**src/rtl/ram256_arbiter_if.sv**
```systemverilog
// Bus bundle for ram256_arbiter: two requester ports, the RAM port and the grant.
// The arbiter connects through the slave modport. The requesters and the RAM
// connect through the master modport.
interface ram256_arbiter_if;
  logic        aReq;
  logic        aWe;
  logic [7:0]  aAddress;
  logic [15:0] aIn;
  logic        aAck;
  logic [15:0] aOut;

  logic        bReq;
  logic        bWe;
  logic [7:0]  bAddress;
  logic [15:0] bIn;
  logic        bAck;
  logic [15:0] bOut;

  logic        ramLoad;
  logic [7:0]  ramAddress;
  logic [15:0] ramIn;
  logic [15:0] ramOut;

  logic [1:0]  grant;

  modport slave (
    input  aReq, aWe, aAddress, aIn,
    output aAck, aOut,
    input  bReq, bWe, bAddress, bIn,
    output bAck, bOut,
    output ramLoad, ramAddress, ramIn,
    input  ramOut,
    output grant
  );

  modport master (
    output aReq, aWe, aAddress, aIn,
    input  aAck, aOut,
    output bReq, bWe, bAddress, bIn,
    input  bAck, bOut,
    input  ramLoad, ramAddress, ramIn,
    output ramOut,
    input  grant
  );
endinterface

```
**src/rtl/ram256_arbiter.sv**
```systemverilog
// ram256_arbiter: shares one 256x16 RAM port between requesters A and B.
// Each grant runs IDLE -> ACCESS -> DONE, so every access takes three cycles.
// The RAM access happens in ACCESS. The one-cycle ACK is issued in DONE.
// Read data is held per requester, so each requester keeps stable data after its ACK.
// Optional feature: define RAM256_ARBITER_ROUND_ROBIN_EN to resolve ties
// round-robin. Without it, ties resolve with fixed priority, and A wins.
module ram256_arbiter (
  input  logic                    clk,
  input  logic                    rst,
  ram256_arbiter_if.slave         bus
);

  typedef enum logic [1:0] {IDLE, ACCESS, DONE} state_t;

  state_t      state_q, state_d;
  logic [1:0]  grant_q, grant_d;
  logic        cmdWe_q, cmdWe_d;
  logic [7:0]  cmdAddr_q, cmdAddr_d;
  logic [15:0] cmdData_q, cmdData_d;
  logic [15:0] aOut_q, aOut_d;
  logic [15:0] bOut_q, bOut_d;
  logic        pickB;

`ifdef RAM256_ARBITER_ROUND_ROBIN_EN
  logic        rrLastB_q, rrLastB_d;

  // Tie-break: give the grant to the port that did not win most recently.
  always_comb begin
    pickB = bus.bReq && (!bus.aReq || !rrLastB_q);
  end

  // Round-robin pointer; resets to "B last" so A wins the first tie.
  always_ff @(posedge clk or posedge rst) begin
    if (rst) rrLastB_q <= 1'b1;
    else     rrLastB_q <= rrLastB_d;
  end
`else
  // Fixed priority: B wins only when A is not requesting.
  always_comb begin
    pickB = bus.bReq && !bus.aReq;
  end
`endif

  // State and datapath registers; an async reset aborts any access in flight.
  always_ff @(posedge clk or posedge rst) begin
    if (rst) begin
      state_q   <= IDLE;
      grant_q   <= 2'b00;
      cmdWe_q   <= 1'b0;
      cmdAddr_q <= 8'h00;
      cmdData_q <= 16'h0000;
      aOut_q    <= 16'h0000;
      bOut_q    <= 16'h0000;
    end else begin
      state_q   <= state_d;
      grant_q   <= grant_d;
      cmdWe_q   <= cmdWe_d;
      cmdAddr_q <= cmdAddr_d;
      cmdData_q <= cmdData_d;
      aOut_q    <= aOut_d;
      bOut_q    <= bOut_d;
    end
  end

  // Next state: latch the winner's command in IDLE, capture read data in
  // ACCESS, and release the grant after DONE.
  always_comb begin
    state_d   = state_q;
    grant_d   = grant_q;
    cmdWe_d   = cmdWe_q;
    cmdAddr_d = cmdAddr_q;
    cmdData_d = cmdData_q;
    aOut_d    = aOut_q;
    bOut_d    = bOut_q;
`ifdef RAM256_ARBITER_ROUND_ROBIN_EN
    rrLastB_d = rrLastB_q;
`endif
    case (state_q)
      IDLE: begin
        if (bus.aReq || bus.bReq) begin
          state_d = ACCESS;
          if (pickB) begin
            grant_d   = 2'b10;
            cmdWe_d   = bus.bWe;
            cmdAddr_d = bus.bAddress;
            cmdData_d = bus.bIn;
          end else begin
            grant_d   = 2'b01;
            cmdWe_d   = bus.aWe;
            cmdAddr_d = bus.aAddress;
            cmdData_d = bus.aIn;
          end
`ifdef RAM256_ARBITER_ROUND_ROBIN_EN
          rrLastB_d = pickB;
`endif
        end
      end
      ACCESS: begin
        state_d = DONE;
        if (!cmdWe_q) begin
          if (grant_q[0]) aOut_d = bus.ramOut;
          if (grant_q[1]) bOut_d = bus.ramOut;
        end
      end
      DONE: begin
        state_d = IDLE;
        grant_d = 2'b00;
      end
      default: begin
        state_d = IDLE;
        grant_d = 2'b00;
      end
    endcase
  end

  // Outputs: the RAM port only carries the latched winner's command, and the write strobe only fires in ACCESS.
  always_comb begin
    bus.ramLoad    = (state_q == ACCESS) && cmdWe_q;
    bus.ramAddress = cmdAddr_q;
    bus.ramIn      = cmdData_q;
    bus.aAck       = (state_q == DONE) && grant_q[0];
    bus.bAck       = (state_q == DONE) && grant_q[1];
    bus.aOut       = aOut_q;
    bus.bOut       = bOut_q;
    bus.grant      = grant_q;
  end

endmodule

```
**src/flat_wrapper.sv**
```systemverilog
// flat-port wrapper written by rule: the top's interface ports become plain ports
module ram256_arbiter_flat 
  (clk, rst, bus_aReq, bus_aWe, bus_aAddress, bus_aIn, bus_aAck, bus_aOut, bus_bReq, bus_bWe, bus_bAddress, bus_bIn, bus_bAck, bus_bOut, bus_ramLoad, bus_ramAddress, bus_ramIn, bus_ramOut, bus_grant);
  ram256_arbiter_if bus_i ();
  input  logic clk;
  input  logic rst;
  input wire logic [$bits(bus_i.aReq)-1:0] bus_aReq;
  input wire logic [$bits(bus_i.aWe)-1:0] bus_aWe;
  input wire logic [$bits(bus_i.aAddress)-1:0] bus_aAddress;
  input wire logic [$bits(bus_i.aIn)-1:0] bus_aIn;
  output wire logic [$bits(bus_i.aAck)-1:0] bus_aAck;
  output wire logic [$bits(bus_i.aOut)-1:0] bus_aOut;
  input wire logic [$bits(bus_i.bReq)-1:0] bus_bReq;
  input wire logic [$bits(bus_i.bWe)-1:0] bus_bWe;
  input wire logic [$bits(bus_i.bAddress)-1:0] bus_bAddress;
  input wire logic [$bits(bus_i.bIn)-1:0] bus_bIn;
  output wire logic [$bits(bus_i.bAck)-1:0] bus_bAck;
  output wire logic [$bits(bus_i.bOut)-1:0] bus_bOut;
  output wire logic [$bits(bus_i.ramLoad)-1:0] bus_ramLoad;
  output wire logic [$bits(bus_i.ramAddress)-1:0] bus_ramAddress;
  output wire logic [$bits(bus_i.ramIn)-1:0] bus_ramIn;
  input wire logic [$bits(bus_i.ramOut)-1:0] bus_ramOut;
  output wire logic [$bits(bus_i.grant)-1:0] bus_grant;
  assign bus_i.aReq = bus_aReq;
  assign bus_i.aWe = bus_aWe;
  assign bus_i.aAddress = bus_aAddress;
  assign bus_i.aIn = bus_aIn;
  assign bus_aAck = bus_i.aAck;
  assign bus_aOut = bus_i.aOut;
  assign bus_i.bReq = bus_bReq;
  assign bus_i.bWe = bus_bWe;
  assign bus_i.bAddress = bus_bAddress;
  assign bus_i.bIn = bus_bIn;
  assign bus_bAck = bus_i.bAck;
  assign bus_bOut = bus_i.bOut;
  assign bus_ramLoad = bus_i.ramLoad;
  assign bus_ramAddress = bus_i.ramAddress;
  assign bus_ramIn = bus_i.ramIn;
  assign bus_i.ramOut = bus_ramOut;
  assign bus_grant = bus_i.grant;
  ram256_arbiter u_core (.clk(clk), .rst(rst), .bus(bus_i));
endmodule
```
**config.mk**
```make
export PLATFORM = sky130hd
export DESIGN_NAME = ram256_arbiter_flat
export DESIGN_NICKNAME = d
export VERILOG_FILES = /design/src/rtl/ram256_arbiter_if.sv /design/src/rtl/ram256_arbiter.sv /design/src/flat_wrapper.sv
export SDC_FILE = /design/constraint.sdc
export NUM_CORES = 1
export LEC_CHECK = 0
export CORE_ASPECT_RATIO = 0.7
export CORE_MARGIN = 1
export CORE_UTILIZATION = 43
export CTS_CLUSTER_SIZE = 40
export DETAILED_ROUTE_END_ITERATION = 8
export PLACE_DENSITY = 0.88
export SETUP_SLACK_MARGIN = 0.5
export SLEW_MARGIN = 20
export SYNTH_ARGS = -nofsm -noshare
export SYNTH_HDL_FRONTEND = slang
export SYNTH_SLANG_ARGS = --single-unit
```
**constraint.sdc**
```tcl
create_clock -name clk -period 3.7 [get_ports clk]
set_input_delay 0.74 -clock clk [delete_from_list [all_inputs] [get_ports clk]]
set_output_delay 0.74 -clock clk [all_outputs]
set_load 0.02 [all_outputs]
```
# Word-level counts from Yosys, hierarchy flattened

Index checks and enable logic that the tools add are counted.

Bitwise operators: 2
Div/mod/pow operators: 0
Shifts and indexed selects: 0
Reduce and logical (&&, ||, !) cells: 11
$add $sub $neg: 0
Multipliers: 0
Eq/ne operators: 3
$lt $le $gt $ge: 0
Mux-type cells: 8

Operators with widths:

| cell                                                                  | number |
|---|---|
| 16-bit 2-to-1 mux                                                     | 1 |
| 8-bit 2-to-1 mux                                                      | 1 |
| 2-bit one-hot mux with 2 select lines                                 | 2 |
| 2-bit 2-to-1 mux                                                      | 3 |
| 3-bit AND reduction                                                   | 2 |
| 1-bit logical AND                                                     | 4 |
| 2-bit AND reduction                                                   | 2 |
| 2-bit by 1-bit equality test with 1-bit output, second input constant | 1 |
| 2-bit equality test, second input constant                            | 1 |
| 2-bit logical NOT                                                     | 1 |
| 2-bit by 1-bit != test with 1-bit output, second input constant       | 1 |
| 1-bit NOT                                                             | 2 |
| 1-bit logical NOT                                                     | 1 |
| 1-bit logical OR                                                      | 1 |
| 1-bit 2-to-1 mux                                                      | 1 |

Output and inout bits: 61
RAM bits: 0
Input port bits: 70
Register bits: 61
Latch bits: 0
Memories: 0
ROM bits: 0
Logic and storage cells: 31

# Longest topological paths before layout

Gate-level depths: netlist of the first run.

Depth after elaboration: 5
Mapped depth: 5
Depth with buffers taken out: 3

# Worst setup path after synthesis of the first run

No wires, ideal clock.

Path kind: in2reg
Start point: input bus_aReq
End point: register u_core.cmdAddr_q[0], in the netlist u_core.bus.ramAddress[0]
Arrival: 1771 ps
Stages: 5
Data required time: 3575 ps
Buffers on the path: 2
Library setup time: 125 ps
Path slack: 1804 ps
Cells stage by stage: nand2b_1 > buf_2 > buf_2 > mux2_2 > mux2_2

Cells in the longest elaborated chain, start to end: 3
Elaborated cells between the ends (all ways): 5
Classes of those cells: 1 x mux; 4 x reduce/logical

RTL lines:

| what                 | RTL line             | source |
|---|---|---|
| start, declared      | flat_wrapper.sv:7    | `input wire logic [$bits(bus_i.aReq)-1:0] bus_aReq;` |
| 1-bit logical NOT    | ram256_arbiter.sv:40 | `pickB = bus.bReq && !bus.aReq;` |
| 1-bit logical AND    | ram256_arbiter.sv:40 |  |
| 8-bit 2-to-1 mux     | ram256_arbiter.sv:82 | `if (pickB) begin` |
| end signal, assigned | ram256_arbiter.sv:58 | `cmdAddr_q <= cmdAddr_d;` |
| end, declared        | ram256_arbiter.sv:18 | `logic [7:0] cmdAddr_q, cmdAddr_d;` |

Parallel ways exist; a longest one is shown, timed or not.
A chain may end at the register's enable or synchronous reset.

# Final worst setup path of the first run

Start point: register u_core.state_q[0]
End point: output bus_ramLoad

Cells in the longest elaborated chain, start to end: 2

RTL lines:

| what                                           | RTL line              | source |
|---|---|---|
| start, declared                                | ram256_arbiter.sv:15  | `state_t state_q, state_d;` |
| start signal, assigned                         | ram256_arbiter.sv:55  | `state_q <= state_d;` |
| 2-bit by 1-bit equality test with 1-bit output | ram256_arbiter.sv:118 | `bus.ramLoad = (state_q == ACCESS) && cmdWe_q;` |
| 1-bit logical AND                              | ram256_arbiter.sv:118 |  |
| end, declared                                  | flat_wrapper.sv:19    | `output wire logic [$bits(bus_i.ramLoad)-1:0] bus_ramLoad;` |

Every way passes these cells.

==> results of run 1 <==
layout make-up:
| cell class | instances | area [um^2] |
|---|---|---|
| Tap cell | 75 | 93.8 |
| Timing Repair Buffer | 133 | 1320 |
| Clock inverter | 4 | 70.1 |
| Fill cell | 396 | 1590 |
| Inverter | 2 | 7.51 |
| Sequential cell | 61 | 1530 |
| Clock buffer | 12 | 155 |
| Multi-Input combinational cell | 96 | 1040 |
layer usage:
metal | routed length (um) | GRT usage [%] | part of all wire (%)
met1 | 2550 | 23.4 | 42
met2 | 2870 | 32.8 | 47
met3 | 561 | 7.88 | 9.3
met4 | 79 | 6.90 | 1.3
met5 | 0 | 0 | 0
final timing paths:
path                                                   endpoint  cells after the start                            start  slack (ns)
worst min register to register  u_core.bus.ramIn[6]$_DFFE_PP0P_                      1  u_core.bus.ramIn[6]$_DFFE_PP0P_        0.51
min in group asynchronous       u_core.bus.ramIn[1]$_DFFE_PP0P_                      3                              rst        0.92
worst max register to register  u_core.bus.bOut[13]$_DFFE_PP0P_                      3    u_core.state_q[0]$_DFFE_PP0P_        1.74
worst max-delay path                                bus_ramLoad                      3    u_core.state_q[0]$_DFFE_PP0P_        1.18
worst min-delay path            u_core.bus.ramIn[6]$_DFFE_PP0P_                      1  u_core.bus.ramIn[6]$_DFFE_PP0P_        0.51
max in group asynchronous        u_core.bus.bOut[1]$_DFFE_PP0P_                      3                              rst        2.27
power by group through the flow:
stage	Clock [mW]	Sequential [mW]	Combinational [mW]
detailed placement	0	1.21	1.76
global placement	0	1.19	1.72
CTS	0.678	1.20	1.76
global route	0.704	1.25	1.84
finish	0.664	1.20	1.74
floorplan	0	1.58	0.531
flip-flops by register name (all words and copies together) (netlist names):
register,flops
u_core.bus.aOut,16
u_core.bus.bOut,16
u_core.bus.ramIn,16
u_core.bus.ramAddress,8
u_core.bus.grant,2
u_core.state_q,2
u_core.cmdWe_q,1
kinds of logic (layout without fill, tap and decap cells):
family | count (synthesis) | after routing
muxes | 82 | 82
DFF | 61 | 61
and+or+nand+nor | 12 | 12
buffers and inverters | 10 | 151
AOI/OAI and AO/OA | 2 | 2
cells in the final DEF (no fill, tap or decap), drive strengths merged, types with 3 or more instances in the layout:
master	n
mux2	82
dfrtp	61
buf	3
clkbuf	12
clkdlybuf4s50	130
through the flow:
step	instance area (um^2)	util (%)
3_3_place_gp	3990	68.7
4_1_cts	4220	72.6
6_report	4220	72.6
2_1_floorplan	2630	-
3_5_place_dp	3990	68.7
5_1_grt	4220	72.6
==> flow_summary_export.csv, run 1 <==
group,metric,value,unit
die,initial_core_util,45.2,%
logic_synthesis,ys_seq_area_share,58.1,%
clock_tree,clk_pin_slew,0.06,ns
sta,slew_viol_final,0,
logic_synthesis,synth_compound_area_share,0.476,%
sta,finalCritPeriodShare,68.1,%
power,p_int,2.38,mW
power,irDropWorstVdd,0.514,mV
sta,timing.final.ws_setup,1.18,ns
placement,routabilityCongestion,0.727,
status,outcome,"completed",
logic_synthesis,synth-simple-area-share,3.81,%
clock_tree,cts_root_buf,"clkbuf_8",
grt,grt_max_degree,62,
final_layout,final_nets,373,
routing,drtAntennaViolNets,0,
placement,place_ws,1.11,ns
grt,grt_pass1_vias,1952,
sta,tns,0,ns
grt,grt_util_all_layers,19.7,%
sta,finalHoldViolations,0,
logic_synthesis,netlist_instances,167,
sta,worstMarginPinSlew,0.849,ns
logic_synthesis,postSynthAreaPerCell,15.7,um^2
sta,min_period,2.52,ns
logic_synthesis,ys_types,17,
setup_path,slowest_stage,"clkdlybuf4s50_1",
power,power.switching,1.22,mW
sta,fin_skew,0.00548,ns
power,seqPwrFrac,33.3,%
logic_synthesis,syn_area,0.00263,mm^2
clock_tree,ctsResizeCount,0,
grt,overflow,0,
clock_tree,insertion_delay,0.33,ns
routing,via_count,1861,
clock_tree,htree_levels,3,
logic_synthesis,yosysMostFrequentCell,"mux2_2",
sta,setup_viol,0,
power,combPwrFrac,48.3,%
clock_tree,hold_buffers,0,
routing,wl_per_cell,15.8,um
clock_tree,postCtsSetupRepairBufs,0,
setup_path,cp.buffers_inverters,1,
sta,max_slew_margin,43.3,%
setup_path,start_kind,"register",
logic_synthesis,synthXorXnorAreaFrac,0,%
die,die_w,95.4,um
clock_tree,clockBufferDepth,2,
logic_synthesis,synth_largest_area_cell,"dfrtp_1",
logic_synthesis,synthFlopType,"dfrtp_1",
placement,dp_hpwl,4.46,mm
clock_tree,numCtsBuffers,9,
logic_synthesis,yosysTopAreaCellShare,58.1,%
logic_synthesis,synth_fp_nets,237,
power,switching_share,33.8,%
logic_synthesis,synth_mux_area_share,35.2,%
logic_synthesis,netlist_top_cells_count,"mux2_2, dfrtp_1, buf_4",
power,power.share.clock,18.4,%
setup_path,cpPeakStageDelay,0.61,ns
final_layout,antenna_cells,0,
final_layout,fin_cells,383,
flow_run,max-cap-violations,0,
placement,numPortBuffers,130,
routing,drt-initial-drc-count,48,
logic_synthesis,synthArstFlopShare,100,%
grt,antenna_found_initial,0,
logic_synthesis,synth_top_family_by_area,"multiplexers",
routing,dr.pass1.iters,4,
sta,grt_setup_unrepaired,"no",
routing,drc_errors,0,
grt,grt_pass1_wl,9.24,mm
min_path,hold_class,"reg -> reg",
die,ios,131,
setup_path,crit_fanout,6,
power,total_power,3.60,mW
logic_synthesis,synth-seq-cells,61,
setup_path,crit_chain,"nor2b_4 > and2_1 > clkdlybuf4s50_1",
setup_path,critical_path_class,"reg -> out",
routing,via_per_inst,4.86,
setup_path,critPathCaptureType,"output pin",
placement,dp_cells,367,
setup_path,path_delay_family,"buffers and inverters",
setup_path,required,2.96,ns
logic_synthesis,synthAdderAreaFrac,0,%
setup_path,cp.arrival,1.78,ns
sta,holdWs,0.506,ns
die,dieArea,0.00643,mm^2
logic_synthesis,synth_edf_count,0,
final_layout,syn_to_final_growth,60.6,%
die,die_y,67.4,um
sta,fmax,397,MHz
die,rows,23,
die,core_area,0.00581,mm^2
clock_tree,cts_sinks,61,
clock_tree,cts_tree,"done",
final_layout,drive_gt1_share,33.8,%
logic_synthesis,ys_top_cells_by_area,"dfrtp_1, mux2_2, buf_4, nor3b_4, and3b_1",
power,powerDensity,854,mW/mm^2
routing,wl,6.06,mm
logic_synthesis,yosysWarnings,0,
power,leakagePower,1.75,nW
(Power assumes the default switching activity.)
==> inputs of run 2 (changes only) <==
Settings changed: CORE_UTILIZATION 43 to 40, PLACE_DENSITY 0.88 to 0.83.
Clock period 3.7 ns to 2.45 ns, I/O delays scaled along.
==> run 2 against run 1 <==
  * Non-clock buffer count grew 3
  * Combinational power up 52%
  * Clock-buffer cell count unchanged
  * Critical endpoint is now bus_grant[0]
==> flow_summary_export.csv, run 2 (synthesis gave the netlist of run 1 again) <==
group,metric,value,unit
routing,wl,6.19,mm
grt,overflow,0,
setup_path,slowest_stage,"clkdlybuf4s50_1",
placement,dp_hpwl,4.57,mm
setup_path,critical_path_class,"reg -> out",
routing,dr.pass1.iters,4,
power,combPwrFrac,48.4,%
sta,tns,0,ns
placement,dpl_cell_area,0.00406,mm^2
sta,setup_viol,0,
sta,fmax,539,MHz
final_layout,final_common_cell,"clkdlybuf4s50_1",
grt,grt_pass1_vias,2067,
routing,drtAntennaViolNets,0,
clock_tree,postCtsSetupRepairBufs,0,
die,rows,24,
clock_tree,htree_levels,3,
die,die_w,98.8,um
routing,drt-initial-drc-count,52,
die,core_area,0.00628,mm^2
die,dieArea,0.00690,mm^2
setup_path,path_delay_family,"buffers and inverters",
sta,fin_skew,0.00713,ns
clock_tree,numCtsBuffers,9,
clock_tree,cts_sinks,61,
sta,grt_setup_unrepaired,"no",
clock_tree,clockBufferDepth,2,
final_layout,drive_gt1_share,35.4,%
power,p_int,3.63,mW
sta,max_slew_margin,72.0,%
sta,slew_viol_final,0,
clock_tree,cts_tree,"done",
grt,grt_max_degree,30,
setup_path,required,1.96,ns
power,seqPwrFrac,33.2,%
die,ios,131,
power,switching_share,33.7,%
routing,drc_errors,0,
setup_path,cp.arrival,1.36,ns
setup_path,critPathCaptureType,"output pin",
grt,grt_util_all_layers,19.7,%
final_layout,most-common-layout-cells,"clkdlybuf4s50_1, mux2_2, dfrtp_1",
clock_tree,insertion_delay,0.33,ns
power,leakagePower,1.78,nW
sta,finalHoldViolations,0,
clock_tree,hold_buffers,0,
clock_tree,cts_root_buf,"clkbuf_8",
grt,grt_pass1_wl,10.3,mm
setup_path,crit_fanout,4,
power,power.share.clock,18.4,%
placement,place_ws,0.279,ns
status,outcome,"completed",
setup_path,cpPeakStageDelay,0.63,ns
sta,min_period,1.85,ns
power,power.switching,1.85,mW
die,initial_core_util,41.8,%
placement,routabilityCongestion,0.690,
power,irDropWorstVdd,0.676,mV
placement,numPortBuffers,130,
routing,via_count,1872,
flow_run,max-cap-violations,0,
sta,timing.final.ws_setup,0.596,ns
setup_path,start_kind,"register",
power,powerDensity,1280,mW/mm^2
setup_path,crit_chain,"clkdlybuf4s50_1",
die,die_y,69.8,um
sta,finalCritPeriodShare,75.7,%
clock_tree,clk_pin_slew,0.07,ns
final_layout,final_nets,376,
routing,wl_per_cell,15.9,um
final_layout,final_util,68.2,%
final_layout,syn_to_final_growth,63.0,%
final_layout,antenna_cells,0,
sta,worstMarginPinSlew,0.419,ns
routing,via_per_inst,4.81,
setup_path,cp.buffers_inverters,1,
min_path,hold_class,"reg -> reg",
grt,antenna_found_initial,0,
final_layout,design_area,0.00428,mm^2
==> run 2: power by group through the flow <==
| stage | Sequential (mW) | Combinational (mW) | Clock [mW] |
|---|---|---|---|
| after detailed placement | 1.83 | 2.69 | 0 |
| after CTS | 1.83 | 2.68 | 1.04 |
| after global placement | 1.81 | 2.64 | 0 |
| final | 1.82 | 2.65 | 1.01 |
| after floorplan | 2.38 | 0.802 | 0 |
| after global routing | 1.90 | 2.79 | 1.08 |
==> run 2: per-layer routing <==
layer / up-vias / GRT usage [%] / wire (um)
met2: 63 / 30.8 / 2970
met5: - / 0 / 0
met1: 928 / 25.5 / 2730
li1: 872 / - / -
met4: 0 / 7.96 / 97
met3: 9 / 6.45 / 378
==> run 2: area by class of cell <==
cell class	count	area [um^2]
fill	453	1990
inverter	2	11.3
multi-input combinational	96	1040
timing repair buffer	136	1380
clock buffer	12	155
sequential	61	1530
clock inverter	4	70.1
tap	78	97.6
==> run 2: stage by stage <==
step | power (mW) | hold slack (ns) | instances
finish | 5.47 | 0.504 | 389
floorplan | 3.19 | 0.531 | 167
global placement | 4.45 | 0.488 | 373
global route | 5.76 | 0.528 | 389
CTS | 5.55 | 0.503 | 389
detailed placement | 4.51 | 0.494 | 373
==> run 2: repair_timing <==
item | in CTS | in global routing
gates resized for setup | 5 | 2
pin swaps | 0 | 0
setup endpoints to repair | 3 | 1
==> run 2: worst paths after layout <==
path	from	end	slack [ns]	cells past startpoint
setup / recovery	u_core.bus.grant[0]$_DFFE_PP0P_	bus_grant[0]	0.60	1
hold / removal	u_core.bus.ramIn[10]$_DFFE_PP0P_	u_core.bus.ramIn[10]$_DFFE_PP0P_	0.50	1
setup reg to reg	u_core.state_q[1]$_DFFE_PP0P_	u_core.bus.bOut[8]$_DFFE_PP0P_	0.90	4
hold reg to reg	u_core.bus.ramIn[10]$_DFFE_PP0P_	u_core.bus.ramIn[10]$_DFFE_PP0P_	0.50	1
max in group asynchronous	rst	u_core.bus.aOut[2]$_DFFE_PP0P_	1.40	3
min in group asynchronous	rst	u_core.bus.ramAddress[5]$_DFFE_PP0P_	0.51	2
